<file path="src/rtl/aesl_axis_stall_detector.sv">
// Per-channel AXI-Stream stall watchdog: flags a channel after STALL_THRESH consecutive
// starved/back-pressured cycles and records the first channel to block.
module aesl_axis_stall_detector #(
  parameter int                NUM_CH       = 4,
  parameter int                STALL_THRESH = 1024,
  parameter int                CNT_W        = 16,
  parameter logic [NUM_CH-1:0] DIR_MASK     = 4'b0011,
  localparam int               IDX_W        = (NUM_CH > 1) ? $clog2(NUM_CH) : 1
) (
  input  logic              clock,
  input  logic              reset,
  input  logic              enable,
  input  logic              clear,
  input  logic [NUM_CH-1:0] axis_tvalid,
  input  logic [NUM_CH-1:0] axis_tready,
  output logic [NUM_CH-1:0] axis_block_sigs,
  output logic              block_any,
  output logic              first_valid,
  output logic [IDX_W-1:0]  first_idx,
  output logic [15:0]       block_events
);

  typedef enum logic [1:0] {IDLE, COUNT, BLOCKED} state_t;

  localparam logic [CNT_W-1:0] THRESH_M1 = CNT_W'(STALL_THRESH - 1);

  state_t            state_p0 [NUM_CH];
  state_t            state_d  [NUM_CH];
  logic [CNT_W-1:0]  cnt_p0   [NUM_CH];
  logic [CNT_W-1:0]  cnt_d    [NUM_CH];
  logic [NUM_CH-1:0] stall;
  logic [NUM_CH-1:0] blk_d;
  logic [NUM_CH-1:0] entry;
  logic [IDX_W-1:0]  first_sel;

  function automatic logic [CNT_W-1:0] sat_inc(input logic [CNT_W-1:0] v);
    return (v == '1) ? v : v + 1'b1;
  endfunction

  function automatic logic [15:0] sat_add_events(input logic [15:0] base,
                                                 input logic [NUM_CH-1:0] hits);
    logic [16:0] sum;
    sum = {1'b0, base};
    for (int c = 0; c < NUM_CH; c++) sum = sum + 17'(hits[c]);
    return sum[16] ? 16'hFFFF : sum[15:0];
  endfunction

  always_comb begin
    first_sel = '0;
    for (int c = 0; c < NUM_CH; c++) begin
      // Input ports stall when the DUT waits for data; output ports when it is back-pressured
      stall[c]   = DIR_MASK[c] ? (axis_tready[c] & ~axis_tvalid[c])
                               : (axis_tvalid[c] & ~axis_tready[c]);
      state_d[c] = state_p0[c];
      cnt_d[c]   = cnt_p0[c];
      if (!enable) begin
        state_d[c] = IDLE;
        cnt_d[c]   = '0;
      end else begin
        case (state_p0[c])
          IDLE: begin
            if (stall[c]) begin
              cnt_d[c]   = CNT_W'(1);
              state_d[c] = (STALL_THRESH == 1) ? BLOCKED : COUNT;
            end
          end
          COUNT: begin
            if (stall[c]) begin
              cnt_d[c] = sat_inc(cnt_p0[c]);
              if (cnt_p0[c] == THRESH_M1) state_d[c] = BLOCKED;
            end else begin
              state_d[c] = IDLE;
              cnt_d[c]   = '0;
            end
          end
          BLOCKED: begin
            if (stall[c]) begin
              cnt_d[c] = sat_inc(cnt_p0[c]);
            end else begin
              state_d[c] = IDLE;
              cnt_d[c]   = '0;
            end
          end
          default: begin
            state_d[c] = IDLE;
            cnt_d[c]   = '0;
          end
        endcase
      end
      blk_d[c] = (state_d[c] == BLOCKED);
      entry[c] = blk_d[c] & (state_p0[c] != BLOCKED);
    end
    // Descending scan so the lowest simultaneous entry wins
    for (int c = NUM_CH - 1; c >= 0; c--) begin
      if (entry[c]) first_sel = IDX_W'(c);
    end
  end

  // Stage p0: channel state, flags and debug capture
  always_ff @(posedge clock or posedge reset) begin
    if (reset) begin
      for (int c = 0; c < NUM_CH; c++) begin
        state_p0[c] <= IDLE;
        cnt_p0[c]   <= '0;
      end
      axis_block_sigs <= '0;
      block_any       <= 1'b0;
      first_valid     <= 1'b0;
      first_idx       <= '0;
      block_events    <= '0;
    end else begin
      for (int c = 0; c < NUM_CH; c++) begin
        state_p0[c] <= state_d[c];
        cnt_p0[c]   <= cnt_d[c];
      end
      axis_block_sigs <= blk_d;
      block_any       <= |blk_d;
      if (clear) begin
        first_valid  <= 1'b0;
        first_idx    <= '0;
        block_events <= '0;
      end else begin
        block_events <= sat_add_events(block_events, entry);
        if (!first_valid && (|entry)) begin
          first_valid <= 1'b1;
          first_idx   <= first_sel;
        end
      end
    end
  end

endmodule

</file>
<file path="config.mk">
export PLATFORM = sky130hd
export DESIGN_NAME = aesl_axis_stall_detector
export DESIGN_NICKNAME = d
export VERILOG_FILES = /design/src/rtl/aesl_axis_stall_detector.sv
export SDC_FILE = /design/constraint.sdc
export NUM_CORES = 1
export LEC_CHECK = 0
export ABC_AREA = 1
export CAP_MARGIN = 20
export CELL_PAD_IN_SITES_DETAIL_PLACEMENT = 1
export CELL_PAD_IN_SITES_GLOBAL_PLACEMENT = 1
export CORE_MARGIN = 2
export CORE_UTILIZATION = 30
export CTS_BUF_LIST = sky130_fd_sc_hd__clkbuf_4
export DETAILED_ROUTE_END_ITERATION = 10
export PLACE_DENSITY = 0.7
export SETUP_SLACK_MARGIN = 0.05
export SLEW_MARGIN = 20
export SYNTH_ARGS = -nofsm -noshare
export SYNTH_HDL_FRONTEND = slang
export SYNTH_SLANG_ARGS = --single-unit
</file>
<file path="constraint.sdc">
create_clock -name clock -period 4.51 [get_ports clock]
set_clock_uncertainty 0.1 [all_clocks]
set_input_delay 1.353 -clock clock [delete_from_list [all_inputs] [get_ports clock]]
set_output_delay 1.353 -clock clock [all_outputs]
set_load 0.005 [all_outputs]
</file>
### Word-level counts from Yosys, hierarchy flattened

Index checks and enable logic that the tools add are counted.

| storage, ports and cells | value |
|---|---|
| bits in registers | 96 |
| latch bits | 0 |
| RAM bits | 0 |
| memory bits (read-only) | 0 |
| input port bits | 12 |
| output and inout port bits | 24 |
| memories | 0 |

| cells by class | value |
|---|---|
| add/subtract/negate cells | 8 |
| multiply operators | 0 |
| divide/modulo/power cells | 0 |
| order comparisons | 0 |
| eq/ne operators | 32 |
| shifts and indexed selects | 0 |
| multiplexer cells | 54 |
| bitwise logic cells | 12 |
| reduce and logical (&&, ||, !) cells | 17 |

Operators with widths:

| kind | number |
|---|---|
| two-way mux 16 bit | 18 |
| case mux 16 bit (2 select lines) | 4 |
| adder 16 x 1 -> 16 bit (second input constant) | 4 |
| == test 16 x 10 -> 1 bit (second input constant) | 4 |
| == test 16 bit (second input constant) | 4 |
| two-way mux 2 bit | 26 |
| adder 17 x 1 -> 17 bit | 3 |
| case mux 2 bit (3 select lines) | 4 |
| adder 16 x 1 -> 17 bit | 1 |
| == test 2 bit (second input constant) | 8 |
| inequality test 4 bit (second input constant) | 4 |
| inequality test 3 bit (second input constant) | 4 |
| AND 1 bit | 8 |
| == test 2 x 1 -> 1 bit (second input constant) | 4 |
| logical NOT 2 bit | 4 |
| inequality test 2 bit (second input constant) | 4 |
| AND reduction 2 bit | 4 |
| OR reduction 2 bit | 4 |
| OR reduction 4 bit | 2 |
| inverter 1 bit | 4 |
| two-way mux 1 bit | 2 |
| nonzero test 2 bit | 1 |
| logical AND 1 bit | 1 |
| logical NOT 1 bit | 1 |

### Depth between registers and ports, before layout

Gate-level depths: netlist of the first run.

| logic depth | value |
|---|---|
| depth in word-level cells | 13 |
| depth in mapped cells | 20 |
| mapped depth without buffers | 20 |

### Worst setup path after synthesis of the first run

No wires, ideal clock.

| timing path | value |
|---|---|
| path kind | input -> register |
| start point | input port enable |
| end point | register block_events[11] |
| data arrival time | 4083 ps |
| required time | 4290 ps |
| path slack | 207 ps |
| cell stages on the path | 18 |
| cells stage by stage | buf_4 > inv_2 > nor2_1 > nand2_1 > a21oi_2 > nand3_2 > inv_1 > fa_1 > fa_1 > fa_1 > nand3_1 > nor4_2 > nand2_1 > nor2_2 > nand3_1 > inv_2 > o21ai_0 > inv_1 |

RTL lines:

| item | line | text |
|---|---|---|
| start, declared | 12 | `input logic enable,` |
| end signal, assigned | 123 | `block_events <= sat_add_events(block_events, entry);` |
| end, declared | 20 | `output logic [15:0] block_events` |

### Worst setup path in the final report of the first run

| timing path | value |
|---|---|
| start point | input port axis_tready[2] |
| end point | register block_events[14] |

| between the ends | value |
|---|---|
| word-level cells in the longest chain between the ends | 11 |
| elaborated cells on any way between the ends | 13 |
| those cells by class | add/sub (2); eq/ne (1); mux (7); bitwise (3) |

Ends and longest elaborated chain:

| item | line | text |
|---|---|---|
| start, declared | 15 | `input logic [NUM_CH-1:0] axis_tready,` |
| inverter 1 bit (*) | 53 | `: (axis_tvalid[c] & ~axis_tready[c]);` |
| AND 1 bit (*) | 53 |  |
| two-way mux 2 bit, on equally long branches | 77, 62, 68 |  |
| case mux 2 bit (3 select lines) (*) | 60 | `case (state_p0[c])` |
| two-way mux 2 bit (*) | 56 | `if (!enable) begin` |
| == test 2 bit (*) | 90 | `blk_d[c] = (state_d[c] == BLOCKED);` |
| AND 1 bit (*) | 91 | `entry[c] = blk_d[c] & (state_p0[c] != BLOCKED);` |
| adder 17 x 1 -> 17 bit (*) (2 in series) | 44 | `for (int c = 0; c < NUM_CH; c++) sum = sum + 17'(hits[c]);` |
| two-way mux 16 bit (*) | 45 | `return sum[16] ? 16'hFFFF : sum[15:0];` |
| two-way mux 16 bit (*) | 118 | `if (clear) begin` |

Every way passes the cells marked *; elsewhere a longest branch is shown, timed or not.
A chain may end at the register's enable or synchronous reset.

==> results.json, run 1 <==
{
  "wl_per_cell_um": 13.5,
  "critPathKind": "primary input to register",
  "post-place-cells": 1098,
  "cap_violations": 0,
  "h-tree-depth": 3,
  "grt_pass1_wl_um": 25800,
  "hold_viol": 0,
  "syn_inst": 774,
  "maxSlewViolCount": 0,
  "syn_nets": 810,
  "ir_drop_v": 0.0000968,
  "min_period_ns": 4.26,
  "die-area_um2": 20900,
  "grt_pass1_vias": 5418,
  "tightest_slew_ns": 0.672,
  "port_buffers": 35,
  "path_cells": "clkdlybuf4s50_1 > nor2_4 > o21ai_2 > nor2_1 > a21oi_2 > nand3_2 > inv_1 > fa_1 > fa_2 > fa_2 > nand3_4 > nor4_4 > nand2_1 > nor2_2 > buf_4 > nand3_1 > xnor2_1 > o21ai_1 > inv_1",
  "clockBufferDepth": 2,
  "synth_area_per_cell_um2": 7.66,
  "grt_max_degree": 57,
  "critical_path_cell_count": 19,
  "cts_made_buffers": 9,
  "final_core_util_pct": 36.3,
  "track_usage_pct": 15.5,
  "hp-class": "register to register",
  "start_util_pct": 30.6,
  "rsz0062_at_grt": "false",
  "setup_viol": 0,
  "finalSetupTns_ns": 0,
  "die_y_um": 145,
  "leakagePower_nw": 3.23,
  "ant_nets": 0,
  "critPathLaunchType": "primary input",
  "status": "finished clean",
  "max_stage_delay_ns": 0.51,
  "final_cells": 1119,
  "fp.dieW_um": 145,
  "cts_sinks": 96,
  "gr-total-overflow": 0,
  "fillers": 2446,
  "ios": 36,
  "reg2reg_depth": 21,
  "area_growth_pct": 18.8,
  "drive_gt1_share_pct": 16.9,
  "yosysWarningCount": 0,
  "ys_types": 46,
  "cp_slowest_cell": "fa_1",
  "cts_tree": "built",
  "drc": 0,
  "crit_arrival_ns": 4.56,
  "dr_total_vias": 5197,
  "end_kind": "register",
  "max_slew_margin_pct": 55.0,
  "setup_slack_ns": 0.253,
  "critPathBufInv": 4,
  "crit_family": "simple AND/OR/NAND/NOR gates",
  "syn-cell-area_um2": 5930,
  "power_density_nw_per_um2": 216,
  "reg2reg_slack_ns": 0.71,
  "drt_iter0_markers": 209,
  "routed_wl_um": 15100,
  "endpoint": "block_events[14]$_DFF_PP0_",
  "max_freq_mhz": 235,
  "antenna_found_initial": 1,
  "clock-root-buffer": "clkbuf_4",
  "drt_pass1_iterations": 4,
  "crit_start": "axis_tready[2]",
  "finalCritPeriodShare_pct": 94.4,
  "vias_per_cell": 4.64,
  "seq_area_frac_synth_pct": 40.5,
  "worstPathMaxFanout": 3,
  "r2r_end": "block_events[14]$_DFF_PP0_",
  "nets": 884,
  "r2r-start": "cnt_p0[16]$_DFFE_PP0P_",
  "ys_ff_latch": 96,
  "gp_congestion": 0.820,
  "clock_latency_ns": 0.49,
  "post-place-ws_ns": -0.666,
  "fp.coreArea_um2": 19400,
  "rows": 51,
  "cts_hold_buffers": 0,
  "hpwlAfterDp_um": 11500,
  "clk_pin_slew_ns": 0.16,
  "required_ns": 4.82
}
## state kept, by name, summed over array words and instances, names as in the netlist
signal / flops
block_events: 16
cnt_p0: 64
axis_block_sigs: 4
block_any: 1
state_p0: 8
first_valid: 1
first_idx: 2
## repair_timing
| action | CTS | global route |
|---|---|---|
| endpoints found under the setup margin | 8 | 15 |
| setup buffers | 0 | 4 |
| pin swaps | 0 | 13 |
| gates resized for setup | 2 | 20 |
| endpoints found under the hold margin | 0 | 0 |
## final cells by class
type	instances	area, um2	area share, %
Timing Repair Buffer	70	633	8.99
Multi-Input combinational cell	534	3020	42.8
Clock inverter	7	70.1	0.995
Sequential cell	96	2400	34.1
Inverter	137	517	7.34
Clock buffer	9	67.6	0.960
Antenna cell	1	2.50	0.0355
Tap cell	265	332	4.71
## layer usage
layer,wire (um),up-vias,GRT usage [%]
li1,-,2629,-
met1,7250,2502,19.8
met2,7260,49,26.3
met3,372,17,3.25
met4,214,0,4.39
met5,0,-,0
## where the power goes
part | internal [mW] | total (mW) | leakage [nW] | switching [mW]
Sequential | 0.869 | 0.877 | 1.33 | 0.00840
Combinational | 0.0484 | 0.151 | 1.82 | 0.102
Clock | 0.170 | 0.496 | 0.0765 | 0.325
## worst reg2reg max path, stage by stage, from the launching register on
cell and delay (ns):
dfrtp_1 0.42, ha_1 0.21, nand3_1 0.12, inv_2 0.09, nand2_1 0.10, nor2_2 0.15
nand3_1 0.11, a21oi_2 0.19, nand3_2 0.10, inv_1 0.08, fa_1 0.44, fa_2 0.41
fa_2 0.41, nand3_4 0.11, nor4_4 0.05, nand2_1 0.10, nor2_2 0.06, buf_4 0.13
nand3_1 0.08, xnor2_1 0.08, o21ai_1 0.13, inv_1 0.05
## Yosys cell counts (all sizes together)
library cell,number,area (um2)
xor2,12,105
a211oi,1,12.5
o22a,1,8.76
a31oi,6,37.5
nor3,23,156
nor2,114,495
o21ai,50,250
inv,137,514
a21oi,51,297
or2,3,18.8
nand2,151,612
buf,6,43.8
o21bai,1,7.51
a21boi,1,7.51
clkbuf,1,3.75
a32oi,2,17.5
xnor2,7,61.3
ha,21,263
a311oi,1,8.76
dfrtp,96,2400
o31ai,1,7.51
fa,3,60.1
nor4,8,56.3
a31o,1,8.76
nand3b,2,15.0
o21a,4,30.0
nor3b,5,47.5
nand3,55,318
nand4,10,62.6
## worst min path at each step
stage / startpoint / endpoint / slack, ns / cells past startpoint
2_1_floorplan: cnt_p0[39]$_DFFE_PP0P_ / cnt_p0[39]$_DFFE_PP0P_ / 0.36 / 2
3_3_place_gp: cnt_p0[39]$_DFFE_PP0P_ / cnt_p0[39]$_DFFE_PP0P_ / 0.39 / 2
3_5_place_dp: cnt_p0[39]$_DFFE_PP0P_ / cnt_p0[39]$_DFFE_PP0P_ / 0.38 / 2
4_1_cts: cnt_p0[39]$_DFFE_PP0P_ / cnt_p0[39]$_DFFE_PP0P_ / 0.42 / 2
5_1_grt: cnt_p0[39]$_DFFE_PP0P_ / cnt_p0[39]$_DFFE_PP0P_ / 0.47 / 2
6_report: cnt_p0[39]$_DFFE_PP0P_ / cnt_p0[39]$_DFFE_PP0P_ / 0.42 / 2
## placed cells by master, fill, tap and decap left out, types with 10 or more instances in the layout
cell,count
nand4_1,10
inv_1,115
nor2_1,95
clkdlybuf4s50_1,32
o21ai_1,13
ha_1,21
inv_2,21
nand3_1,45
a21oi_1,42
buf_4,34
nor3_1,16
nor2_2,13
nand2_2,16
xor2_1,12
nand2_1,134
dfrtp_1,96
o21ai_0,36
## through the flow
step	power [mW]	cell area [um2]	hold slack (ns)
floorplan	0.987	5930	0.355
detailed placement	1.04	6810	0.378
global route	1.61	7040	0.469
finish	1.52	7040	0.417
CTS	1.55	6960	0.421
global placement	1.04	6810	0.387
## cells by family (layout without fill, tap and decap cells)
kind of cell | count (synthesis) | count (layout) | share of synthesized area, %
xor gates and xnor gates | 19 | 19 | 2.81
and+or+nand+nor | 371 | 371 | 30.1
AOI/OAI and AO/OA | 120 | 120 | 11.7
buffers and inverters | 144 | 223 | 9.48
adders and majority gates | 24 | 24 | 5.45
other | 0 | 1 | 0
DFF | 96 | 96 | 40.5
Note: power is estimated with default switching activity, not from simulation.
==> run 2: changes to the inputs <==
--- a/config.mk
+++ b/config.mk
@@ -7,13 +7,11 @@
 export LEC_CHECK = 0
 export ABC_AREA = 1
 export CAP_MARGIN = 20
-export CELL_PAD_IN_SITES_DETAIL_PLACEMENT = 1
-export CELL_PAD_IN_SITES_GLOBAL_PLACEMENT = 1
 export CORE_MARGIN = 2
-export CORE_UTILIZATION = 30
+export CORE_UTILIZATION = 25
 export CTS_BUF_LIST = sky130_fd_sc_hd__clkbuf_4
 export DETAILED_ROUTE_END_ITERATION = 10
-export PLACE_DENSITY = 0.7
+export PLACE_DENSITY = 0.52
 export SETUP_SLACK_MARGIN = 0.05
 export SLEW_MARGIN = 20
 export SYNTH_ARGS = -nofsm -noshare
==> results.json, run 2 (synthesized netlist as in run 1, its figures left out) <==
{
  "status": "finished clean",
  "hp-class": "register to register",
  "gp_congestion": 0.817,
  "clockBufferDepth": 2,
  "reg2reg_depth": 20,
  "port_buffers": 35,
  "dr_total_vias": 5008,
  "drt_pass1_iterations": 5,
  "area_growth_pct": 19.0,
  "cp_slowest_cell": "clkdlybuf4s50_1",
  "mostFrequentLayoutCells": "nand2_1 (133), inv_1 (118), dfrtp_1 (96), nor2_1 (94), nand3_1 (46)",
  "max_stage_delay_ns": 0.50,
  "end_kind": "register",
  "combPwrFrac_pct": 9.4,
  "setup_viol": 0,
  "ir_drop_v": 0.000103,
  "holdPathEnd": "cnt_p0[39]$_DFFE_PP0P_",
  "finalCritPeriodShare_pct": 95.7,
  "post-place-ws_ns": -0.527,
  "max_freq_mhz": 232,
  "hold_viol": 0,
  "r2r_end": "block_events[11]$_DFF_PP0_",
  "hold-path-cell-count": 2,
  "cts_hold_buffers": 0,
  "rsz0062_at_grt": "true",
  "r2r-start": "cnt_p0[16]$_DFFE_PP0P_",
  "nets": 877,
  "min_period_ns": 4.32,
  "antenna_found_initial": 0,
  "wl_per_cell_um": 11.4,
  "start_util_pct": 25.3,
  "routed_wl_um": 13200,
  "gr-total-overflow": 0,
  "drc": 0,
  "power_density_nw_per_um2": 215,
  "final_core_util_pct": 30.1,
  "ant_nets": 0,
  "clk_pin_slew_ns": 0.17,
  "final_cells": 1165,
  "reg2reg_slack_ns": 0.82,
  "fp.coreArea_um2": 23400,
  "final_common_cell": "nand2_1",
  "cts_made_buffers": 9,
  "largest_register_ffs": 64,
  "p_int_mw": 1.09,
  "h-tree-depth": 3,
  "hold_path.startpoint": "cnt_p0[39]$_DFFE_PP0P_",
  "tightest_slew_ns": 0.907,
  "rows": 56,
  "vias_per_cell": 4.30,
  "cts_sinks": 96,
  "maxSlewViolCount": 0,
  "clkPwrFrac_pct": 32.9,
  "p_sw_share_pct": 28.3,
  "setup_slack_ns": 0.194,
  "clock_latency_ns": 0.49,
  "path_cells": "clkdlybuf4s50_1 > nor2_4 > buf_4 > inv_1 > nand3_1 > nand2_1 > nand2_1 > a21oi_2 > nand3_2 > inv_1 > fa_1 > fa_2 > fa_2 > nand3_2 > nor4_4 > nand2_2 > nor2_4 > nand3_2 > inv_2 > o21ai_0 > inv_1",
  "grt_max_degree": 74,
  "track_usage_pct": 11.5,
  "hpwlAfterDp_um": 10100,
  "critPathLaunchType": "primary input",
  "die-area_um2": 25000,
  "fp.dieW_um": 158,
  "critPathKind": "primary input to register",
  "crit_arrival_ns": 4.62,
  "grt_pass1_wl_um": 23200,
  "required_ns": 4.82,
  "seqPwrFrac_pct": 57.7,
  "max_slew_margin_pct": 39.5,
  "power_switching_uw": 430,
  "reg_top3": "cnt_p0 x64, block_events x16, state_p0 x8",
  "post-place-cells": 1147,
  "drt_iter0_markers": 263,
  "drive_gt1_share_pct": 16.0,
  "diodes": 0,
  "dpl_cell_area_um2": 6830,
  "cts_tree": "built",
  "cap_violations": 0,
  "clock-root-buffer": "clkbuf_4",
  "design_area_um2": 7050,
  "fillers": 2582,
  "worstPathMaxFanout": 5,
  "die_y_um": 158,
  "grt_pass1_vias": 4825,
  "ios": 36,
  "leakagePower_nw": 3.18,
  "top_register": "cnt_p0"
}
run 2: critical path: cells and delay by family:
kind            cells  cell delay (ns)
buf+inv             6             0.91
fa+ha+maj           3             1.26
compound gates      2             0.31
simple gates       10             0.80
run 2: per-stage QoR:
step / setup TNS (ns) / hold slack (ns) / total power [mW]
floorplan: 0 / 0.355 / 0.987
global placement: -6.73 / 0.390 / 1.04
detailed placement: -7.37 / 0.387 / 1.04
CTS: 0 / 0.421 / 1.55
global route: 0 / 0.462 / 1.61
finish: 0 / 0.416 / 1.52
run 2: final cells by class:
cell class	count	area, um2	share of cell area, %
Clock inverter	7	80.1	1.14
Tap cell	319	399	5.66
Sequential cell	96	2400	34.1
Multi-Input combinational cell	534	3030	42.9
Timing Repair Buffer	63	561	7.95
Clock buffer	9	67.6	0.958
Inverter	137	517	7.33
run 2: repair_timing:
item,4_1_cts,5_1_grt
gates resized for setup,0,17
buffers inserted,0,2
endpoints found under the setup margin,0,16
run 2: worst max path at each step:
| stage | startpoint | cells past startpoint | slack, ns | endpoint |
|---|---|---|---|---|
| after floorplan | enable | 18 | 0.21 | block_events[11]$_DFF_PP0_ |
| after global placement | axis_tvalid[2] | 20 | -0.49 | block_events[14]$_DFF_PP0_ |
| after detailed placement | axis_tvalid[2] | 20 | -0.53 | block_events[11]$_DFF_PP0_ |
| after CTS | axis_tvalid[2] | 20 | 0.05 | block_events[14]$_DFF_PP0_ |
| after global routing | axis_tvalid[2] | 22 | 0.02 | block_events[14]$_DFF_PP0_ |
| final | axis_tready[2] | 21 | 0.19 | block_events[11]$_DFF_PP0_ |
run 2: routing by layer:
layer / wire, um / vias up / part of all wire, % / track usage (%)
li1: - / 2618 / - / -
met1: 6530 / 2303 / 49 / 15.7
met2: 6120 / 75 / 46 / 18.1
met3: 428 / 12 / 3.2 / 2.68
met4: 165 / 0 / 1.2 / 3.60
met5: 0 / - / 0 / 0
run 2: power groups by stage:
stage / Clock, mW / Sequential [mW] / Combinational, mW
finish: 0.500 / 0.877 / 0.142
global route: 0.564 / 0.879 / 0.165
CTS: 0.527 / 0.877 / 0.144
detailed placement: 0 / 0.893 / 0.144
global placement: 0 / 0.893 / 0.143
floorplan: 0 / 0.891 / 0.0962
